==> config.mk <==
export PLATFORM = sky130hd
export DESIGN_NAME = hdlc_rx_frame_ctrl
export DESIGN_NICKNAME = d
export VERILOG_FILES = /design/src/rtl/hdlc_pkg.sv /design/src/rtl/hdlc_sat_counter.sv /design/src/rtl/hdlc_rx_frame_ctrl.sv
export SDC_FILE = /design/constraint.sdc
export NUM_CORES = 1
export LEC_CHECK = 0
export ABC_AREA = 1
export CORE_MARGIN = 5
export CORE_UTILIZATION = 47
export CTS_CLUSTER_DIAMETER = 60
export DETAILED_ROUTE_END_ITERATION = 8
export GPL_TIMING_DRIVEN = 0
export PLACE_DENSITY_LB_ADDON = 0.1
export SLEW_MARGIN = 20
export SYNTH_ARGS = -nofsm -noshare
export SYNTH_HDL_FRONTEND = slang
export SYNTH_SLANG_ARGS = --single-unit
==> constraint.sdc <==
create_clock -name Clk -period 1.5 [get_ports Clk]
set_input_delay 0.15 -clock Clk [delete_from_list [all_inputs] [get_ports Clk]]
set_output_delay 0.15 -clock Clk [all_outputs]
set_load 0.05 [all_outputs]
==> src/rtl/hdlc_pkg.sv <==
// Shared types and constants for the HDLC receive path.
package hdlc_pkg;

    typedef enum logic [1:0] {
        IDLE,
        FLAG,
        RECV,
        DONE
    } rx_state_t;

    localparam logic [7:0] FLAG_PATTERN  = 8'h7E;
    localparam int         DEF_FCS_BYTES = 2;

endpackage

==> src/rtl/hdlc_sat_counter.sv <==
// Saturating up-counter; clear together with inc loads 1 (first byte of a frame).
module hdlc_sat_counter #(
    parameter int MAX = 128,
    parameter int W   = $clog2(MAX + 1)
) (
    input  logic         Clk,
    input  logic         Rst,
    input  logic         i_clr,
    input  logic         i_inc,
    output logic [W-1:0] o_count,
    output logic         o_at_max
);

    localparam logic [W-1:0] MAXV = W'(MAX);

    logic [W-1:0] r_count;

    always_ff @(posedge Clk or posedge Rst) begin
        if (Rst) begin
            r_count <= '0;
        end else if (i_clr) begin
            r_count <= i_inc ? W'(1) : '0;
        end else if (i_inc && (r_count != MAXV)) begin
            r_count <= r_count + W'(1);
        end
    end

    assign o_count  = r_count;
    assign o_at_max = (r_count == MAXV);

endmodule

==> src/rtl/hdlc_rx_frame_ctrl.sv <==
// HDLC Rx frame sequencer: opening flag, byte writes, closing flag / abort,
// FCS and size report, single-frame handoff to the host.
module hdlc_rx_frame_ctrl
    import hdlc_pkg::*;
#(
    parameter int MAX_BYTES = 128,
    parameter int FCS_BYTES = DEF_FCS_BYTES,
    parameter int MIN_BYTES = 4
) (
    input  logic       Clk,
    input  logic       Rst,
    input  logic       RxEN,
    input  logic       Rx_FlagDetect,
    input  logic       Rx_AbortDetect,
    input  logic       Rx_ByteValid,
    input  logic [7:0] Rx_NewByte,
    input  logic       Rx_FCSerr_in,
    input  logic       Rx_Drop,
    input  logic       Rx_FrameRead,
    output logic       Rx_ValidFrame,
    output logic       Rx_WrBuff,
    output logic [7:0] Rx_Data,
    output logic       Rx_EoF,
    output logic       Rx_AbortSignal,
    output logic       Rx_Overflow,
    output logic       Rx_FCSerr,
    output logic [7:0] Rx_FrameSize,
    output logic       Rx_Ready
);

    localparam int CNT_W = $clog2(MAX_BYTES + 1);

    rx_state_t        r_state;
    logic             r_valid, r_wrbuff, r_eof, r_abort, r_ovf, r_fcserr, r_ready;
    logic [7:0]       r_data, r_size;

    logic             w_flag, w_byte, w_start, w_inc, w_at_max, w_runt;
    logic [CNT_W-1:0] w_count, w_size;

    // Priority below RxEN: abort > drop > flag > byte (a byte coinciding with a flag is flag bits)
    assign w_flag  = Rx_FlagDetect & ~Rx_AbortDetect & ~Rx_Drop;
    assign w_byte  = Rx_ByteValid & ~Rx_AbortDetect & ~Rx_Drop & ~Rx_FlagDetect;
    assign w_start = RxEN & (r_state == FLAG) & w_byte;
    assign w_inc   = w_start | (RxEN & (r_state == RECV) & w_byte);
    assign w_runt  = (w_count < CNT_W'(MIN_BYTES));
    assign w_size  = w_count - CNT_W'(FCS_BYTES);

    hdlc_sat_counter #(.MAX(MAX_BYTES), .W(CNT_W)) u_cnt (
        .Clk      (Clk),
        .Rst      (Rst),
        .i_clr    (w_start),
        .i_inc    (w_inc),
        .o_count  (w_count),
        .o_at_max (w_at_max)
    );

    always_ff @(posedge Clk or posedge Rst) begin
        if (Rst) begin
            r_state  <= IDLE;
            r_valid  <= 1'b0;
            r_wrbuff <= 1'b0;
            r_data   <= '0;
            r_eof    <= 1'b0;
            r_abort  <= 1'b0;
            r_ovf    <= 1'b0;
            r_fcserr <= 1'b0;
            r_size   <= '0;
            r_ready  <= 1'b0;
        end else begin
            r_wrbuff <= 1'b0;
            r_eof    <= 1'b0;
            r_abort  <= 1'b0;
            if (!RxEN) begin
                // A pending frame survives disable; anything in flight is dropped silently
                if (r_state != DONE) begin
                    r_state <= IDLE;
                    r_valid <= 1'b0;
                end
            end else begin
                case (r_state)
                    IDLE: begin
                        if (w_flag) r_state <= FLAG;
                    end
                    FLAG: begin
                        if (Rx_AbortDetect || Rx_Drop) begin
                            r_state <= IDLE;
                        end else if (w_byte) begin
                            r_state  <= RECV;
                            r_valid  <= 1'b1;
                            r_wrbuff <= 1'b1;
                            r_data   <= Rx_NewByte;
                            r_ovf    <= 1'b0;
                        end
                    end
                    RECV: begin
                        if (Rx_AbortDetect) begin
                            r_abort <= 1'b1;
                            r_valid <= 1'b0;
                            r_state <= IDLE;
                        end else if (Rx_Drop) begin
                            r_valid <= 1'b0;
                            r_state <= IDLE;
                        end else if (w_flag) begin
                            r_valid <= 1'b0;
                            r_eof   <= 1'b1;
                            if (w_runt) begin
                                r_state <= FLAG;
                            end else begin
                                r_size   <= 8'(w_size);
                                r_fcserr <= Rx_FCSerr_in;
                                r_ready  <= 1'b1;
                                r_state  <= DONE;
                            end
                        end else if (w_byte) begin
                            if (w_at_max) begin
                                r_ovf <= 1'b1;
                            end else begin
                                r_wrbuff <= 1'b1;
                                r_data   <= Rx_NewByte;
                            end
                        end
                    end
                    DONE: begin
                        if (Rx_FrameRead || Rx_Drop) begin
                            r_ready  <= 1'b0;
                            r_fcserr <= 1'b0;
                            r_ovf    <= 1'b0;
                            r_state  <= IDLE;
                        end
                    end
                    default: r_state <= IDLE;
                endcase
            end
        end
    end

    assign Rx_ValidFrame  = r_valid;
    assign Rx_WrBuff      = r_wrbuff;
    assign Rx_Data        = r_data;
    assign Rx_EoF         = r_eof;
    assign Rx_AbortSignal = r_abort;
    assign Rx_Overflow    = r_ovf;
    assign Rx_FCSerr      = r_fcserr;
    assign Rx_FrameSize   = r_size;
    assign Rx_Ready       = r_ready;

endmodule

# --- Yosys cells after proc, flatten, opt, wreduce, memory -nomap -nowiden ---
# Cells that the tools add are included.
# Widths: inputs -> output; s select.
classes:
  n_bitwise: 14
  eq_ne: 24
  mux: 66
  add_sub_neg: 2
  multipliers: 0
  n_reduce_logical: 15
  n_div: 0
  n_lt_le_gt_ge: 1
  shifts: 0
ops:
  columns: ["op", "count"]
  rows:
  - ["$mux 8", 9]
  - ["$mux 1", 40]
  - ["$ne 2x2->1 const B", 11]
  - ["$mux 2", 10]
  - ["$pmux 8 s2", 1]
  - ["$ne 3x3->1 const B", 4]
  - ["$reduce_and 10->1", 1]
  - ["$reduce_and 5->1", 2]
  - ["$and 1x1->1", 9]
  - ["$reduce_and 9->1", 1]
  - ["$add 8x1->8 const B", 1]
  - ["$eq 8x8->1 const B", 1]
  - ["$lt 8x3->1 const B", 1]
  - ["$ne 8x8->1 const B", 1]
  - ["$pmux 1 s2", 4]
  - ["$pmux 2 s4", 1]
  - ["$reduce_bool 2->1", 4]
  - ["$sub 8x2->8 const B", 1]
  - ["$reduce_and 7->1", 1]
  - ["$reduce_and 6->1", 1]
  - ["$ne 5x5->1 const B", 1]
  - ["$eq 2x2->1 const B", 2]
  - ["$ne 4x3->1 const B", 1]
  - ["$not 1->1", 4]
  - ["9 further kinds", 10]
word_totals:
  romBits: 0
  regBits: 33
  n_memories: 0
  ramBits: 0
  in_bits: 17
  latch_bits: 0

# --- Longest topological paths before layout ---
logic_depth:
  word_depth: 10
  mapped_depth: 10
  depth_no_buf: 10

# --- Modules after synthesis ---
# Synthesis repeated with hierarchy kept, for this count alone.
unflattened:
  hier_cells: 254
  hier_area_um2: 2026.9
modules_own_cells:
  columns: ["module", "n_inst", "area_per_inst_um2", "seq_area_each_um2", "cells_per_inst"]
  rows:
  - ["hdlc_rx_frame_ctrl", 1, 1448.9, 625.6, 175]
  - ["hdlc_sat_counter", 1, 578.1, 200.2, 79]

# --- Least setup slack after synthesis ---
# No wires, ideal clock.
synth_path:
  path_type: "reg2reg"
  from: "register r_state[0]"
  to: "register r_data[0] (netlist: Rx_Data[0])"
  stages_incl_launch_ff: 9
  path_slack_ns: -0.017
  path_buffers: 0
  required_ns: 1.381
  synth_period_minus_slack_ns: 1.517
  setup_time_ns: 0.119
  arrival_time_ns: 1.398
  cell_sequence: "dfrtp_1 -> inv_1 -> ha_1 -> inv_2 -> nand2_1 -> a21oi_4 -> nand2_4 -> nand2_1 -> nand2_1"
synth_via:
  elab_chain_cells: 3
  elab_cells_between_ends: 12
  cone_classes: "9 x eq/ne; 1 x mux; 2 x reduce/logical"
synth_lines:
  columns: ["element", "line", "rtl"]
  rows:
  - ["from (decl)", "hdlc_rx_frame_ctrl.sv:33", "rx_state_t r_state;"]
  - ["from (signal assigned)", "hdlc_rx_frame_ctrl.sv:59", "r_state <= IDLE;"]
  - ["from (signal assigned)", "hdlc_rx_frame_ctrl.sv:76", "r_state <= IDLE;"]
  - ["from (signal assigned)", "hdlc_rx_frame_ctrl.sv:82", "if (w_flag) r_state <= FLAG;"]
  - ["$eq 2x2->1 / $eq 2x1->1 (equally long branches)", "hdlc_rx_frame_ctrl.sv:80", "case (r_state)"]
  - ["$ne 2x2->1 (no source line) / $reduce_bool 2->1 (equally long branches)", null, null]
  - ["$reduce_and 9->1 (no source line)", null, null]
  - ["to (signal assigned)", "hdlc_rx_frame_ctrl.sv:91", "r_data <= Rx_NewByte;"]
  - ["to (signal assigned)", "hdlc_rx_frame_ctrl.sv:119", "r_data <= Rx_NewByte;"]
  - ["to (decl)", "hdlc_rx_frame_ctrl.sv:35", "logic [7:0] r_data, r_size;"]
# Several ways; a longest one is shown, not always the timed one.
# A chain may end at the register's enable or synchronous reset.

# --- Final worst setup path ---
layout_path:
  from: "register u_cnt.r_count[1] (netlist: u_cnt.o_count[1])"
  to: "register u_cnt.r_count[3] (netlist: u_cnt.o_count[3])"
layout_via:
  elab_chain_cells: 3
  elab_cells_between_ends: 6
  cone_classes: "1 x add/sub; 1 x eq/ne; 2 x mux; 2 x reduce/logical"
layout_lines:
  columns: ["element", "line", "rtl"]
  rows:
  - ["from (decl)", "hdlc_sat_counter.sv:16", "logic [W-1:0] r_count;"]
  - ["from (signal assigned)", "hdlc_sat_counter.sv:22", "r_count <= i_inc ? W'(1) : '0;"]
  - ["from (signal assigned)", "hdlc_sat_counter.sv:24", "r_count <= r_count + W'(1);"]
  - ["$add 8x1->8 / $ne 8x8->1 (equally long branches)", "hdlc_sat_counter.sv:24, hdlc_sat_counter.sv:23", null]
  - ["$mux 8 / $logic_and 1x1->1 (equally long branches)", "hdlc_sat_counter.sv:23", "end else if (i_inc && (r_count != MAXV)) begin"]
  - ["$mux 8 / $reduce_bool 2->1 (equally long branches)", null, null]
# Several ways; a longest one is shown, not always the timed one. The select of a mux whose other input is x is not followed.

==> metrics.csv <==
stage;metric;value;unit
cts;cts_max_path_buffers;2;
hold_path;hold_path.class;in -> reg;
cells_and_area;area_growth;41.36;%
grt;grt-ovfl-total;0;
drt;m1WireLength;2239;um
cells_and_area;multi_input_area;0.001190;sq mm
timing;rsz0062_at_grt;true;
synth;ys_warn_count;0;
synth;yosys.area.top_type_share;40.74;%
timing;worst_slack;41.05;ps
synth;yosysTopAreaCell;dfrtp_1;
synth;ys_ff_latch;33;
synth;synth.avg_cell_area;8.108;sq um
synth;ys_seq_area_share;40.74;%
power_and_ir_drop;ir_worst_vdd;610.7;uV
cells_and_area;final_net_count;339;
drt;routed_via_density;5.003;
power_and_ir_drop;p_per_area;1398;mW/mm^2
job;cap_violations;0;
critical_path;critPathKind;reg -> reg;
power_and_ir_drop;power.leakage;1.472;nW
timing;min_period;1459;ps
place;place_inst;338;
place;io_buffers;38;
drt;wl_met3;249;um
power_and_ir_drop;power_frac_comb;48.1;%
cells_and_area;ff_latch_area;828.3;sq um
place;hpwl;3244;um
critical_path;r2r-end;u_cnt.o_count[3]$_DFFE_PP0P_;
timing;finalMaxSlewViolations;0;
synth;synthTopCellsByArea;dfrtp_1, nand2_1, nand3_1, ha_1, inv_1;
critical_path;crit_end;u_cnt.o_count[3]$_DFFE_PP0P_;
critical_path;path_buf_inv;1;
critical_path;crit_family;simple AND/OR/NAND/NOR gates;
synth;yosys-top-cells-count;nand2_1, dfrtp_1, nand3_1;
cells_and_area;drive_gt1_share;29.62;%
floorplanning;ios;40;
critical_path;crit_chain;inv_2, ha_2, nand3_4, nor2_4, nor2_4, nor2_4, nand2_1, o21ai_1;
floorplanning;die_x;75.67;um
power_and_ir_drop;p_int;0.002303;W
grt;antenna_found_initial;0;
cts;cts_buffers;5;
place;globalplace.congestion;0.8597;
synth;synth_nets;276;
critical_path;worstSetupPathDepth;8;
cts;cts_tree;built;
critical_path;cp_max_fo;7;
synth;synth_edf_count;0;
critical_path;cp-startpoint;u_cnt.o_count[1]$_DFFE_PP0P_;
cts;hold_buffers;0;
synth;async_flop_share;100.0;%
critical_path;arrival;1680;ps
timing;period_share;97.26;%
power_and_ir_drop;swShare;42.51;%
drt;drt_wl_total;4772;um
cells_and_area;fillCellCount;321;
synth;yosysMostFrequentCell;nand2_1;
outcome;status;completed;
floorplanning;start_util;49.60;%
cells_and_area;fin_cells;364;
cells_and_area;diodes;0;
cts;cts.root.buffer_cell;clkbuf_8;
power_and_ir_drop;pwr-share-clk;22.0;%
floorplanning;die_y;75.67;um
floorplanning;core.rowCount;23;
drt;dr.pass1.iters;4;
power_and_ir_drop;p_sw;0.001703;W
timing;tightestPinTransition;699.9;ps
floorplanning;core-area;0.004086;sq mm
drt;dr.max_layer_used;met4;
floorplanning;die_area;0.005726;sq mm
timing;relSlewSlack;53.27;%
cts;cts_sinks;33;
power_and_ir_drop;power;0.004007;W
critical_path;cp_slowest_stage_delay;440;ps
place;placed_area;0.002470;sq mm
critical_path;timing.rr.start;u_cnt.o_count[1]$_DFFE_PP0P_;
grt;gr-usage-all-layers;17.27;%
grt;grt_max_degree;34;
timing;max_freq;0.6854;GHz
critical_path;reg2reg_slack;40;ps
critical_path;crit_top_cell;nor2_4;
timing;hold_viol;0;
place;post-place-ws;-262.2;ps
hold_path;min-delay-start;RxEN;
cells_and_area;finalInstanceArea;0.002865;sq mm
cts;htreeDepth;2;
drt;antenna_left;0;
timing;fin_setup_tns;0;ps
drt;drcViolationCount;0;
synth;synthCells;250;
grt;grt_pass1_wl;7362;um
critical_path;worstSetupEndpointType;flip-flop;
critical_path;required;1720;ps
critical_path;rr_worst_depth;8;
timing;setup_viol;0;
cts;clk_latency;290;ps
timing;finClkSkew;4.560;ps
cts;path_clk_slew;70;ps
synth;syn-cell-area;0.002027;sq mm
critical_path;startpoint_type;flip-flop;
synth;yosys_most_used_dff;dfrtp_1;
drt;wl_met2;2192;um
critical_path;slowest_stage;dfrtp_2;
grt;grt_pass1_vias;1618;
synth;ys_types;29;
drt;drt_iter0_markers;94;
drt;wl_per_cell;13.11;um
drt;vias;1821;
power_and_ir_drop;sequentialPowerShare;29.9;%
[state kept, by name, indices dropped and copies added (netlist names)]
signal / flops
Rx_Data: 8
Rx_FrameSize: 8
u_cnt.o_count: 8
r_state: 2
Rx_AbortSignal: 1
Rx_EoF: 1
Rx_FCSerr: 1
Rx_Overflow: 1
Rx_Ready: 1
Rx_ValidFrame: 1
Rx_WrBuff: 1
[routing by layer]
metal | GRT usage [%] | vias to the layer above
met5 | 0 | -
met4 | 8.350 | 0
met3 | 3.826 | 7
met2 | 26.56 | 40
met1 | 23.03 | 847
li1 | - | 927
[final cells by class]
| class | count | area share, % |
|---|---|---|
| Buffer | 4 | 1.354 |
| Clock inverter | 1 | 1.048 |
| Inverter | 29 | 4.105 |
| Multi-Input combinational cell | 185 | 41.53 |
| Tap cell | 50 | 2.183 |
| Clock buffer | 7 | 3.013 |
| Timing Repair Buffer | 55 | 17.86 |
| Sequential cell | 33 | 28.91 |
[stage by stage]
step | hold slack [ps] | util, %
3_3_place_gp | 453.8 | 60.44
5_1_grt | 215.1 | 70.12
4_1_cts | 174.7 | 64.70
6_report | 196.8 | 70.12
2_1_floorplan | 267.5 | -
3_5_place_dp | 457.2 | 60.44
[placed cells by master, fill, tap and decap left out, drive strengths merged]
cell type	n
inv	28
xor2	5
dlygate4sd2	23
xnor2	1
nand2	85
bufinv	1
o21ai	18
nand3b	1
clkbuf	7
a21oi	4
buf	21
dfrtp	33
ha	9
o21bai	1
clkdlybuf4s50	15
nand3	31
nor2	23
clkinv	1
nand4	7
[worst reg2reg max path, cell delays in order, from the launching register on]
cell	delay [ps]
dfrtp_2	440
inv_2	70
ha_2	190
nand3_4	100
nor2_4	190
nor2_4	80
nor2_4	160
nand2_1	70
o21ai_1	70
[kinds of logic (layout without fill, tap and decap cells)]
logic type                 Yosys count  in the layout  share of synthesized area, %
adders and majority gates            9              9                         5.556
xor gates and xnor gates             6              6                         2.593
DFF                                 33             33                         40.74
AOI/OAI and AO/OA                   23             23                         7.654
buffers and inverters               33             96                         7.469
and+or+nand+nor                    146            147                         35.99
[power groups by stage]
stage          sequential, W  combinational, W  clock (W)
6_report             0.00120           0.00193   0.000881
5_1_grt              0.00122           0.00208   0.000950
4_1_cts              0.00119           0.00164   0.000910
3_5_place_dp         0.00121           0.00166          0
3_3_place_gp         0.00121           0.00164          0
2_1_floorplan        0.00169          0.000687          0
[what timing repair did]
action | 4_1_cts | 5_1_grt
cloned | 0 | 1
setup buffers | 7 | 10
resized for setup | 33 | 31
setup endpoints to repair | 52 | 25
pin swaps | 5 | 17
[how the worst min path moves through the flow]
stage | end | slack (ps) | depth (start not counted)
finish | Rx_WrBuff$_DFF_PP0_ | 200 | 3
global route | Rx_WrBuff$_DFF_PP0_ | 220 | 3
CTS | Rx_WrBuff$_DFF_PP0_ | 170 | 3
detailed placement | Rx_Data[7]$_DFFE_PP0P_ | 460 | 2
global placement | Rx_Data[4]$_DFFE_PP0P_ | 450 | 2
floorplan | Rx_AbortSignal$_DFF_PP0_ | 270 | 2
(Power assumes the default switching activity.)
